**config.mk**
```make
export PLATFORM = sky130hd
export DESIGN_NAME = gfx_rom_sched
export DESIGN_NICKNAME = d
export VERILOG_FILES = /design/src/rtl/gfx_rom_sched.sv
export SDC_FILE = /design/constraint.sdc
export NUM_CORES = 1
export LEC_CHECK = 0
export ABC_AREA = 1
export BUFFER_PORTS_ARGS = -buffer_cell sky130_fd_sc_hd__clkbuf_2
export CAP_MARGIN = 15
export CORE_MARGIN = 2
export CORE_UTILIZATION = 40
export DETAILED_ROUTE_END_ITERATION = 8
export GPL_TIMING_DRIVEN = 0
export PLACE_DENSITY = 0.78
export SYNTH_ARGS = -nofsm -noshare
export SYNTH_HDL_FRONTEND = slang
export SYNTH_SLANG_ARGS = --single-unit
```
**constraint.sdc**
```tcl
create_clock -name clk_24M -period 2.74 [get_ports clk_24M]
set_input_delay 0.137 -clock clk_24M [delete_from_list [all_inputs] [get_ports clk_24M]]
set_output_delay 0.137 -clock clk_24M [all_outputs]
set_load 0.02 [all_outputs]
```
**src/rtl/gfx_rom_sched.sv**
```systemverilog
// Graphics ROM bus time-slot scheduler: fixed per-group fetch slots and latch strobes.
// Optional CPU readback slots are enabled by defining GFXSCHED_CPU_SLOT_EN.
module gfx_rom_sched (
  input  logic        clk_24M,
  input  logic        RES,
  input  logic        ce_6M,
  input  logic        line_start,
  input  logic        fetch_en,
  input  logic [17:0] fix_addr,
  input  logic [17:0] a_addr,
  input  logic [17:0] b_addr,
  input  logic        cpu_req,
  input  logic [17:0] cpu_addr,
  output logic        cpu_ack,
  output logic        rom_req,
  output logic [17:0] rom_addr,
  input  logic        rom_ack,
  input  logic [31:0] rom_data,
  output logic [31:0] VC,
  output logic        lat_fix,
  output logic        lat_a,
  output logic        lat_b,
  output logic [2:0]  px,
  output logic [7:0]  ovr_cnt
);

  typedef enum logic [1:0] {
    IDLE,
    BUSY,
    DONE
  } state_t;

  localparam logic [1:0] ID_CPU = 2'd0;
  localparam logic [1:0] ID_A   = 2'd1;
  localparam logic [1:0] ID_B   = 2'd2;
  localparam logic [1:0] ID_FIX = 2'd3;

  state_t      state;
  state_t      state_n;
  logic [1:0]  cur_id;
  logic [2:0]  cur_dl;
  logic        late;
  logic [3:0]  pend;
  logic [3:0]  pend_n;
  logic [2:0]  cpu_dl;
  logic        cpu_ok;
  logic        want;
  logic        layer;
  logic [1:0]  sel_id;
  logic [17:0] sel_addr;
  logic [2:0]  sel_dl;
  logic        issue;
  logic        skip;
  logic        ack_now;
  logic        late_now;
  logic [3:0]  dl_hit;
  logic [3:0]  stb;

`ifdef GFXSCHED_CPU_SLOT_EN
  assign cpu_ok  = cpu_req;
  assign cpu_ack = stb[ID_CPU];
`else
  logic unused_cpu;
  assign unused_cpu = cpu_req;
  assign cpu_ok     = 1'b0;
  assign cpu_ack    = 1'b0;
`endif

  // Pick the requester owning the current even pixel slot.
  always_comb begin
    want     = 1'b0;
    layer    = 1'b0;
    sel_id   = ID_CPU;
    sel_addr = cpu_addr;
    sel_dl   = 3'(px + 3'd1);
    if (ce_6M && !px[0]) begin
      if (px == 3'd0) begin
        want = cpu_ok;
      end else if (fetch_en) begin
        want  = 1'b1;
        layer = 1'b1;
        unique case (1'b1)
          (px == 3'd2): begin
            sel_id   = ID_A;
            sel_addr = a_addr;
            sel_dl   = 3'd5;
          end
          (px == 3'd4): begin
            sel_id   = ID_B;
            sel_addr = b_addr;
            sel_dl   = 3'd7;
          end
          default: begin
            sel_id   = ID_FIX;
            sel_addr = fix_addr;
            sel_dl   = 3'd1;
          end
        endcase
      end else begin
        want = cpu_ok;
      end
    end
  end

  assign issue    = want && (state != BUSY);
  assign skip     = want && layer && (state == BUSY);
  assign ack_now  = (state == BUSY) && rom_ack;
  assign late_now = (state == BUSY) && !late && ce_6M && (px == cur_dl);

  assign dl_hit[ID_CPU] = (px == cpu_dl);
  assign dl_hit[ID_A]   = (px == 3'd5);
  assign dl_hit[ID_B]   = (px == 3'd7);
  assign dl_hit[ID_FIX] = (px == 3'd1);
  assign stb            = {4{ce_6M}} & pend & dl_hit;

  assign lat_a   = stb[ID_A];
  assign lat_b   = stb[ID_B];
  assign lat_fix = stb[ID_FIX];

  // Next-state and pending-strobe bookkeeping.
  always_comb begin
    pend_n = pend & ~stb;
    if (ack_now && !late && !late_now) begin
      pend_n[cur_id] = 1'b1;
    end
    if (issue) begin
      state_n = BUSY;
    end else if ((state == BUSY) && !rom_ack) begin
      state_n = BUSY;
    end else if (pend_n != 4'd0) begin
      state_n = DONE;
    end else begin
      state_n = IDLE;
    end
  end

  // State register, pixel counter and pending strobes.
  always_ff @(posedge clk_24M or posedge RES) begin
    if (RES) begin
      state <= IDLE;
      pend  <= 4'd0;
      px    <= 3'd0;
    end else begin
      state <= state_n;
      pend  <= pend_n;
      if (ce_6M) begin
        px <= line_start ? 3'd0 : 3'(px + 3'd1);
      end
    end
  end

  // Outstanding request, ROM handshake and returned row.
  always_ff @(posedge clk_24M or posedge RES) begin
    if (RES) begin
      cur_id   <= ID_CPU;
      cur_dl   <= 3'd0;
      late     <= 1'b0;
      cpu_dl   <= 3'd0;
      rom_req  <= 1'b0;
      rom_addr <= 18'd0;
      VC       <= 32'd0;
    end else begin
      if (issue) begin
        cur_id   <= sel_id;
        cur_dl   <= sel_dl;
        rom_addr <= sel_addr;
        rom_req  <= 1'b1;
        late     <= 1'b0;
      end else begin
        if (late_now) begin
          late <= 1'b1;
        end
        if (ack_now) begin
          rom_req <= 1'b0;
        end
      end
      if (ack_now) begin
        VC <= rom_data;
        if (cur_id == ID_CPU) begin
          cpu_dl <= cur_dl;
        end
      end
    end
  end

  // Saturating count of late acks and skipped layer slots.
  always_ff @(posedge clk_24M or posedge RES) begin
    if (RES) begin
      ovr_cnt <= 8'd0;
    end else if ((late_now || skip) && (ovr_cnt != 8'hFF)) begin
      ovr_cnt <= 8'(ovr_cnt + 8'd1);
    end
  end

endmodule

```
==> metrics.txt, run 1 <==
crit start category register; largest net degree at the start of global routing 69; DR vias/cell 4.871; post-synthesis sequential area ratio 0.5349; Iteration-0 DRC Markers 237; Placer Congestion a little under 0.9; Rows 34; global-route wire length before repair 17620 um; root buffer cell clkbuf_8; Critical Path RT 3.01 ns; total gr overflow 0; non-filler cells in the finished layout roughly 740; Gate Count Post-Synth 428; minimum clock period 2.092 ns; critical path class register to register; final setup TNS 0 ns; synthesized flop and latch total 77; clock buffer depth 2; clk_skew 0.008758 ns; Hold Path Class input pin to register; die area approximately 9800 um^2; initial antenna violation count 0; internal power 2.774 mW; syn avg cell area between 8 and 9 um^2; Flop pwr share 0.397; Sw Share 0.4068; fmax between 400 and 500 MHz; H-Tree Depth 3; Reg clk slew, reported paths 0.08 ns; Layout Utilization 0.5846; number of fill cells 763; PortBufs 155; antenna viol nets, final 0; # resized after CTS 0; Clock Latency Late Sink 0.35 ns; # setup viols final 0; First-pass DRT Iterations 4; clock power share 0.201; CTS tree built; maxcap violations 0; WL final 10140 um; pwr dens 917.3 nW/um^2; Yosys warning count 0; Die Height 98.90 um; starting density of the core 0.4131; share of cells above drive strength 1 0.3155; clock sinks 77; Area Growth Syn to Fin 41.54%; Logic pwr share 0.402; switching power 1.903 mW; drt drc 0; Leak roughly 2.7 nW; final worst slack 0.6483 ns; status completed; WL/cell 13.66 um; core region area 8721 um^2; Num CTS Buffers 9; pre-CTS WS between 0.6 and 0.7 ns; RSZ-0062 raised after global routing false; worst hold slack 0.01751 ns; leading area contributor after synthesis dfrtp_1; I/O pin count 177; top post-synthesis cells by area dfrtp_1 (53%), nand2_1 (19%), nand3_1 (4.2%), a41oi_1 (3.9%), nor2_1 (3.3%); hold_buf cts 34; count of cell types in the netlist 33; fin. max-slew vios 0; Period Utilization, post-route 0.7634; vias in the first global route around 3800; dpl cells 692; Critical Path AT 2.36 ns; routed via count 3614; post-detail-place hpwl 7094 um; # nets final 746; crit path max fanout 10; Yosys top cell area share 0.5349; Mapped Nets 545; Die Wd 98.90 um; postcts setup bufs 0; Crit. End Element register; Ant. Diodes 0; total track usage 0.2189; synthesized area 3602 um^2; Max VDD drop between 0.5 and 0.6 mV; Fin. Hold Viols 0
[synthesized netlist by cell type]
cell type / count
a21oi_1: 5
nand4_4: 1
nor2_4: 2
nand2_4: 1
clkbuf_1: 4
nand2_1: 181
xor2_1: 1
inv_1: 20
nor4_1: 1
nand2_2: 2
nor2_1: 32
buf_2: 9
o21ai_2: 1
nor2_2: 1
buf_4: 3
dfrtp_1: 77
nand4_1: 3
clkinv_4: 1
o21ai_1: 2
inv_2: 4
clkinv_1: 1
o21ai_0: 8
nor3_1: 3
nor3_2: 1
a21oi_4: 1
buf_6: 2
o31ai_1: 2
nand3_1: 30
ha_1: 6
o21bai_1: 1
xnor2_1: 5
a41oi_1: 16
conb_1: 1
[through the flow]
| step | total power, mW | instance area [um^2] |
|---|---|---|
| after global routing | 5.018 | 5099 |
| after CTS | 4.709 | 5099 |
| after detailed placement | 3.711 | 4543 |
| after floorplan | 3.027 | 3602 |
| after global placement | 3.646 | 4513 |
| final | 4.677 | 5099 |
[sequential cells by signal, indices dropped and copies added, names as in the netlist]
signal and count:
pend 4, rom_addr 18, px 3, ovr_cnt 8, late 1, state 2
cpu_dl 3, rom_req 1, cur_dl 3, VC 32, cur_id 2
[power groups by stage]
| stage | Sequential, mW | Combinational [mW] | Clock (mW) |
|---|---|---|---|
| floorplan | 2.32 | 0.707 | 0 |
| global placement | 1.85 | 1.79 | 0 |
| detailed placement | 1.87 | 1.84 | 0 |
| CTS | 1.86 | 1.88 | 0.967 |
| global route | 1.93 | 2.08 | 1.01 |
| finish | 1.86 | 1.88 | 0.941 |
[cell usage in the layout, fill, tap and decap left out, types with 2 or more instances in the layout]
cell	instances
inv_2	4
o21ai_1	2
nand2_2	2
bufinv_16	2
o21ai_0	8
nand4_1	3
clkbuf_1	6
ha_1	6
a41oi_1	16
nand3_1	30
inv_1	19
buf_4	3
dfrtp_1	77
o31ai_1	2
nand2_1	181
clkinvlp_4	2
buf_2	9
nor2_1	32
xnor2_1	5
clkbuf_2	155
nor2_4	2
nor3_1	3
buf_6	2
a21oi_1	5
clkbuf_8	9
dlygate4sd3_1	34
[final timing paths]
| kind | start | endpoint | slack [ns] | depth (start not counted) |
|---|---|---|---|---|
| max in group asynchronous | RES | pend[1]$_DFF_PP0_ | 1.96 | 4 |
| setup reg to reg | px[0]$_DFFE_PP0P_ | rom_addr[0]$_DFFE_PP0P_ | 0.65 | 8 |
| setup / recovery | px[0]$_DFFE_PP0P_ | rom_addr[0]$_DFFE_PP0P_ | 0.65 | 8 |
| hold / removal | b_addr[14] | rom_addr[14]$_DFFE_PP0P_ | 0.02 | 3 |
| hold reg to reg | pend[0]$_DFF_PP0_ | pend[0]$_DFF_PP0_ | 0.48 | 2 |
| min in group asynchronous | RES | VC[5]$_DFFE_PP0N_ | 0.22 | 3 |
[cells by family (layout without fill, tap and decap cells)]
kind of cell,after synthesis,in the layout,share of synthesized area
AOI/OAI and AO/OA,36,36,0.07294
other,1,1,0.001041
and+or+nand+nor,258,258,0.2980
DFF,77,77,0.5349
adders and majority gates,6,6,0.02084
buffers and inverters,44,250,0.05765
xor gates and xnor gates,6,6,0.01459
[cell type report]
class                      instances  area, um^2  share of cell area
tap                              108       135.1             0.02650
clock buffer                      11       131.4             0.02577
multi-input combinational        307        1468              0.2879
clock inverter                     5       83.83             0.01644
inverter                          26       105.1             0.02061
sequential                        77        1927              0.3779
buffer                            18       105.1             0.02061
timing repair buffer             190        1144              0.2243
[per-layer routing]
| layer | vias up | GRT usage | wire (um) |
|---|---|---|---|
| met5 | - | 0 | 0 |
| met4 | 0 | 0.06639 | 118 |
| met3 | 13 | 0.04539 | 664 |
| met2 | 116 | 0.3737 | 5071 |
| met1 | 1713 | 0.2806 | 4282 |
| li1 | 1772 | - | - |
[worst max-delay path, cell delays in order (launching register included)]
cell	delay [ns]
dfrtp_1	0.45
inv_1	0.20
ha_1	0.28
nand2_1	0.13
inv_2	0.11
a21oi_4	0.28
buf_2	0.28
nand2_1	0.08
a41oi_1	0.19
No activity file was read; power rests on OpenSTA's default activity.
==> run 2: changes to the inputs <==
--- a/config.mk
+++ b/config.mk
@@ -5,14 +5,14 @@
 export SDC_FILE = /design/constraint.sdc
 export NUM_CORES = 1
 export LEC_CHECK = 0
-export ABC_AREA = 1
+export ABC_AREA = 0
 export BUFFER_PORTS_ARGS = -buffer_cell sky130_fd_sc_hd__clkbuf_2
 export CAP_MARGIN = 15
 export CORE_MARGIN = 2
 export CORE_UTILIZATION = 40
 export DETAILED_ROUTE_END_ITERATION = 8
 export GPL_TIMING_DRIVEN = 0
-export PLACE_DENSITY = 0.78
+export PLACE_DENSITY = 0.82
 export SYNTH_ARGS = -nofsm -noshare
 export SYNTH_HDL_FRONTEND = slang
 export SYNTH_SLANG_ARGS = --single-unit
==> constraint.sdc (replaced) <==
create_clock -name clk_24M -period 1.8 [get_ports clk_24M]
set_input_delay 0.09 -clock clk_24M [delete_from_list [all_inputs] [get_ports clk_24M]]
set_output_delay 0.09 -clock clk_24M [all_outputs]
set_load 0.02 [all_outputs]
==> run 2 against run 1 <==
  * Sequential share of layout area decreased by 1.7 points
  * Power increased by 53%
  * Via count decreased by 9.2%
  * Critical endpoint is now ovr_cnt[6]$_DFFE_PP0P_
  * Largest cell class unchanged
  * First-iteration DRC count decreased by 39%
  * The run now ends with negative setup slack left
  * Highest routed layer unchanged
  * Largest power group is now registers
==> metrics.txt, run 2 <==
H-Tree Depth 3 (unchanged); largest net degree at the start of global routing 43 (-38%); Ant. Diodes 0 (unchanged); Placer Congestion 0.7374 (-15%); Period Utilization, post-route 1.055 (+0.2914); Rows 33 (-2.9%); Reg2Reg Setup Slack -0.1 ns (-0.75 ns); synthesized flop and latch total 77 (unchanged); CTS tree built; count leader, synth dfrtp_1; Yosys top cell area share 0.5633 (+0.02837); root buffer cell clkbuf_8; commonest cells after routing, fill and taps aside clkbuf_2 (160), dfrtp_1 (75), dlygate4sd3_1 (52); CP max stage delay 0.42 ns (-0.03 ns); synthesized area 3421 um^2 (-5.0%); largest registers VC (32), rom_addr (18), ovr_cnt (8); Hold Path Class input pin to register; top post-synthesis cells by area dfrtp_1 (56%), mux2_2 (12%), a22oi_1 (4.0%), nand2_1 (3.5%), a31oi_1 (3.5%); critical-path cell list buf_6 -> xor2_4 -> nor4_4 -> o21ai_2 -> or3_1 -> mux2_4; WL final 10240 um (+1.0%); Most used DFF post-synth dfrtp_1; total track usage 0.2223 (+0.003396); family with the most delay on the worst path simple AND/OR/NAND/NOR gates; total gr overflow 0 (unchanged); max reg flops 32 (unchanged); clk_skew 0.01003 ns (+0.001276 ns); fmax 526.7 MHz (+10%); crit start category register; total power 7.134 mW (+53%); core region area 8258 um^2 (-5.3%); register area 1929 um^2 (+0.13%); Die Wd 96.48 um (-2.4%); Critical Path RT 2.03 ns (-0.98 ns); Gate Count Post-Synth 298 (-30%); die area 9307 um^2 (-4.8%); antenna viol nets, final 0 (unchanged); R2R depth 6 (-2); Critical-path top delay cell dfrtp_2; I/O pin count 177 (unchanged); top cells by count, synth dfrtp_1 (77), mux2_2 (37), nand2_1 (32); final setup TNS -0.1268 ns (-0.1268 ns); RSZ-0062 raised after global routing true; vias in the first global route 3346 (-11%); Async S/R FF share, synth 1.000 (unchanged); PortBufs 156 (+0.65%); multi-input combinational cell area 1504 um^2 (+2.5%); Clock Latency Late Sink 0.35 ns (about the same); final worst slack -0.09856 ns (-0.7468 ns); post-detail-place hpwl 6365 um (-10%); count of cell types in the netlist 41 (+24%); leading area contributor after synthesis dfrtp_1; Slew @ Worst Pin about 0.79 ns; Yosys warning count 0 (unchanged); worst r2r dst ovr_cnt[6]$_DFFE_PP0P_; Max VDD drop 0.7472 mV (+38%); Leak 2.650 nW (-1.9%); drt drc 0 (unchanged); cell area after layout 5350 um^2 (+4.9%); hold_sp a_addr[12]; violated checks negative setup slack; Mapped Nets 415 (-24%); Biggest register VC; maxcap violations 0 (unchanged); Slew headroom 0.4700; pwr dens 1333 nW/um^2 (+45%); status complete, but fails checks; syn avg cell area 11.48 um^2 (+36%); Endpoint, Worst Hold rom_addr[12]$_DFFE_PP0P_; Worst Hold Depth 3 (unchanged); Fin. Hold Viols 0 (unchanged); Layout Utilization 0.6479 (+0.06323); # nets final 646 (-13%); RR Startpoint px[1]$_DFFE_PP0P_; Die Height 96.48 um (-2.4%); number of fill cells 629 (-18%); initial antenna violation count 0 (unchanged); clock sinks 77 (unchanged); Post-synth EDFFs 0 (unchanged); pre-CTS WS -0.2324 ns (-0.9032 ns); Iteration-0 DRC Markers 144 (-39%); CP bufs+invs 1 (-2); share of cells above drive strength 1 0.4916 (+0.1761); Area Growth Syn to Fin 56.40%; starting density of the core 0.4142 (+0.001186); DR vias/cell 5.146 (+5.6%); post-synthesis sequential area ratio 0.5633 (+0.02837); Area after DPL 4369 um^2 (-3.8%); Crit. End Element register; minimum clock period 1.899 ns (-0.1932 ns); Num CTS Buffers 9 (unchanged); First-pass DRT Iterations 5 (+1); critical path class register to register; fin. max-slew vios 0 (unchanged); WL/cell 16.05 um (+17%); crit path max fanout 3 (-7); Critical Path AT 2.13 ns (-0.23 ns); # setup viols final 2 (+2); clock buffer depth 2 (unchanged); commonest non-fill, non-tap cell in the layout clkbuf_2; global-route wire length before repair 15790 um (-10%); Reg clk slew, reported paths 0.09 ns (about the same); routed via count 3283 (-9.2%)
run 2: worst max path at each step:
| stage | from | to | slack, ns | cells after the start |
|---|---|---|---|---|
| 6_report | px[1]$_DFFE_PP0P_ | ovr_cnt[6]$_DFFE_PP0P_ | -0.1 | 6 |
| 5_1_grt | px[1]$_DFFE_PP0P_ | ovr_cnt[6]$_DFFE_PP0P_ | -0.16 | 6 |
| 4_1_cts | px[1]$_DFFE_PP0P_ | ovr_cnt[6]$_DFFE_PP0P_ | -0.09 | 6 |
| 3_5_place_dp | px[0]$_DFFE_PP0P_ | ovr_cnt[6]$_DFFE_PP0P_ | -0.23 | 7 |
| 3_3_place_gp | px[0]$_DFFE_PP0P_ | ovr_cnt[6]$_DFFE_PP0P_ | -0.20 | 7 |
| 2_1_floorplan | px[0]$_DFFE_PP0P_ | ovr_cnt[6]$_DFFE_PP0P_ | -0.16 | 7 |
run 2: worst reg2reg max path, stage by stage, from the launching register on:
cell and delay (ns):
dfrtp_2 0.42, buf_6 0.13, xor2_4 0.18, nor4_4 0.30
o21ai_2 0.11, or3_1 0.34, mux2_4 0.30
run 2: stage by stage:
stage,hold WS (ns),cells
floorplan,0.1863,298
global placement,0.3182,559
detailed placement,0.2788,560
CTS,0.01875,635
global route,0.07372,638
finish,0.05739,638
run 2: logic make-up after synthesis:
| group | count (synthesis) | share of synthesized area |
|---|---|---|
| AOI/OAI and AO/OA | 52 | 0.1002 |
| adders and majority gates | 6 | 0.02195 |
| xor gates and xnor gates | 12 | 0.03073 |
| buffers and inverters | 24 | 0.03145 |
| muxes | 38 | 0.1262 |
| other | 1 | 0.001096 |
| DFF | 77 | 0.5633 |
| and+or+nand+nor | 88 | 0.1251 |
run 2: metal layers:
layer  routed length, um  global-route usage  up-vias
met1                3880              0.2620     1590
li1                    -                   -     1507
met2                5402              0.3866      158
met4                 312              0.1045        0
met3                 641             0.04732       28
met5                   0                   0        -
run 2: where the power goes:
part | switching (mW) | total [mW] | internal (mW)
combinational | 1.65 | 2.85 | 1.20
sequential | 0.436 | 2.85 | 2.42
clock | 0.653 | 1.43 | 0.781
total | 2.74 | 7.13 | 4.40
run 2: final cells by class:
class / count / area share
flip-flops and latches: 77 / 0.3606
clock inverters: 5 / 0.01590
inverters: 8 / 0.006314
clock buffers: 10 / 0.02385
repair buffers: 221 / 0.2685
well taps: 105 / 0.02456
multi-input cells: 197 / 0.2811
plain buffers: 15 / 0.01918
run 2: what timing repair did:
action                                 in CTS  in global routing
buffers inserted                            9                  3
gates resized for setup                    13                 36
hold buffers                               52                  0
setup endpoints to repair                  58                 70
pin swaps                                   3                  6
endpoints found under the hold margin      87                  0
gates cloned                                0                  0
==> run 3: changes to the inputs <==
--- a/config.mk
+++ b/config.mk
@@ -6,7 +6,7 @@
 export NUM_CORES = 1
 export LEC_CHECK = 0
 export ABC_AREA = 0
-export BUFFER_PORTS_ARGS = -buffer_cell sky130_fd_sc_hd__clkbuf_2
+export BUFFER_PORTS_ARGS = -buffer_cell sky130_fd_sc_hd__buf_2
 export CAP_MARGIN = 15
 export CORE_MARGIN = 2
 export CORE_UTILIZATION = 40
==> run 3 against run 2 <==
  * The flow still finishes with violations (negative setup slack)
  * Sequential power is essentially flat
  * Power shrank 1.4%
  * Sequential share of layout area shrank 0.30 points
  * Clock skew grew 0.0039 ns
  * Core utilization grew 0.55 points
  * Final cell count grew 0.31%
  * Count of clock-buffer cells in the layout grew 1
  * Register-to-register slack lost 0.02 ns
  * Combinational power grew 2%
  * Global-route usage shrank 0.81 points
  * Worst setup slack lost 0.022 ns
  * Critical path type unchanged
  * Highest routed layer unchanged
==> metrics.txt, run 3 (synthesis results as in run 2) <==
status complete, but fails checks; violated checks negative setup slack; # nets final 647 (+0.15%); routed via count 3239 (-1.3%); total gr overflow 0 (unchanged); largest net degree at the start of global routing 42 (-2.3%); maxcap violations 0 (unchanged); Max VDD drop 0.7573 mV (+1.3%); pwr dens 1304 nW/um^2 (-2.2%); Crit. End Element register; Slew headroom 0.4644 (-0.005620); non-filler cells in the finished layout 640 (+0.31%); dpl cells 560 (unchanged); clk_skew 0.01393 ns (+0.003900 ns); clock buffer depth 2 (unchanged); cell area after layout 5395 um^2 (+0.84%); WL final 10210 um (-0.29%); Placer Congestion 0.7276 (-1.3%); PortBufs 156 (unchanged); number of fill cells 642 (+2.1%); WL met1 3972 um (+2.4%); critical path class register to register; First-pass DRT Iterations 4 (-1); Biggest register VC; share of cells above drive strength 1 0.5121 (+0.02059); H-Tree Depth 3 (unchanged); Hold Path Class input pin to register; Area Growth Syn to Fin 57.72%; initial antenna violation count 0 (unchanged); largest registers VC (32), rom_addr (18), ovr_cnt (8); Die Wd 96.48 um (unchanged); core region area 8258 um^2 (unchanged); RSZ-0062 raised after global routing true; Ant. Diodes 0 (unchanged); Critical Path AT 2.14 ns (about the same); Reg clk slew, reported paths 0.08 ns (about the same); crit start category register; Detail Route met2 WL 5303 um (-1.8%); fmax 520.8 MHz (-1.1%); root buffer cell clkbuf_8; Area after DPL 4369 um^2 (unchanged); max reg flops 32 (unchanged); launch point of the critical path px[1]$_DFFE_PP0P_; Slew @ Worst Pin 0.8017 ns (+0.008411 ns); Fin. Hold Viols 0 (unchanged); RR Startpoint px[1]$_DFFE_PP0P_; Leak 2.646 nW (-0.14%); total track usage 0.2141 (-0.008146); Num CTS Buffers 9 (unchanged); clock sinks 77 (unchanged); starting density of the core 0.4142 (unchanged); Die Height 96.48 um (unchanged); final worst slack -0.1202 ns (-0.02164 ns); antenna viol nets, final 0 (unchanged); Endpoint, Worst Hold rom_addr[3]$_DFFE_PP0P_; Reg2Reg Setup Slack -0.12 ns (-0.02 ns); CTS tree built; WL/cell 15.95 um (-0.60%); met3 routed WL 633 um (-1.2%); crit path max fanout 4 (+1); Period Utilization, post-route 1.067 (+0.01202); Rows 33 (unchanged); Max Used Layer met4; drt drc 0 (unchanged); minimum clock period 1.920 ns (+0.02164 ns); DR vias/cell 5.061 (-1.6%); die area 9307 um^2 (unchanged); Clock Latency Late Sink 0.34 ns (about the same); total power 7.037 mW (-1.4%); worst r2r dst ovr_cnt[6]$_DFFE_PP0P_; global-route wire length before repair 15330 um (-2.9%); post-detail-place hpwl 6561 um (+3.1%); commonest cells after routing, fill and taps aside buf_2 (156), dfrtp_1 (75), dlygate4sd3_1 (45); Iteration-0 DRC Markers 95 (-34%); vias in the first global route 3286 (-1.8%); hold_sp fix_addr[3]; R2R depth 6 (unchanged); Critical Path RT 2.02 ns (about the same); I/O pin count 177 (unchanged); # setup viols final 3 (+1); commonest non-fill, non-tap cell in the layout buf_2; fin. max-slew vios 0 (unchanged); Worst Hold Depth 3 (unchanged)
## run 3: metal layers
layer / vias to the layer above / global-route usage
li1: 1512 / -
met1: 1564 / 0.2530
met2: 136 / 0.3698
met3: 27 / 0.04888
met4: 0 / 0.09977
met5: - / 0
## run 3: critical path, cell delays in order, from the launching register on
cell and delay [ns]:
dfrtp_2 0.45, buf_12 0.14, xor2_1 0.17, nor4_2 0.31, o21ai_2 0.11, or3_1 0.33, mux2_4 0.30
## run 3: through the flow
step	utilization	hold WS [ns]	setup slack, ns	setup TNS [ns]
after floorplan	-	0.1863	-0.1560	-0.1854
after global placement	0.5267	0.3124	-0.1950	-6.410
after detailed placement	0.5291	0.2848	-0.2247	-7.827
after CTS	0.6192	0.001192	-0.1246	-0.1256
after global routing	0.6533	0.02211	-0.1760	-1.426
final	0.6533	0.02239	-0.1202	-0.1891
## run 3: repair_timing
| action | CTS | global route |
|---|---|---|
| pin swaps | 2 | 7 |
| hold endpoints to repair | 81 | 0 |
| gates resized for setup | 17 | 41 |
| cloned | 0 | 2 |
| endpoints found under the setup margin | 63 | 31 |
| buffers inserted | 5 | 12 |
| hold buffers | 45 | 0 |
## run 3: area by class of cell
cell class / instances / area (um^2) / share of cell area
sequential: 77 / 1929 / 0.3576
multi-input combinational: 197 / 1528 / 0.2832
timing repair buffer: 221 / 1445 / 0.2679
buffer: 16 / 136.4 / 0.02528
clock buffer: 11 / 131.4 / 0.02435
tap: 105 / 131.4 / 0.02435
clock inverter: 5 / 60.06 / 0.01113
inverter: 8 / 33.78 / 0.006262
## run 3: worst max path at each step
stage / slack (ns) / end
floorplan: -0.16 / ovr_cnt[6]$_DFFE_PP0P_
global route: -0.18 / ovr_cnt[6]$_DFFE_PP0P_
detailed placement: -0.22 / ovr_cnt[6]$_DFFE_PP0P_
global placement: -0.19 / ovr_cnt[6]$_DFFE_PP0P_
CTS: -0.12 / ovr_cnt[6]$_DFFE_PP0P_
finish: -0.12 / ovr_cnt[6]$_DFFE_PP0P_
## run 3: where the power goes
| part | switching, mW | total (mW) | internal, mW |
|---|---|---|---|
| combinational | 1.66 | 2.92 | 1.26 |
| clock | 0.641 | 1.29 | 0.648 |
| sequential | 0.406 | 2.82 | 2.42 |
| total | 2.71 | 7.04 | 4.33 |
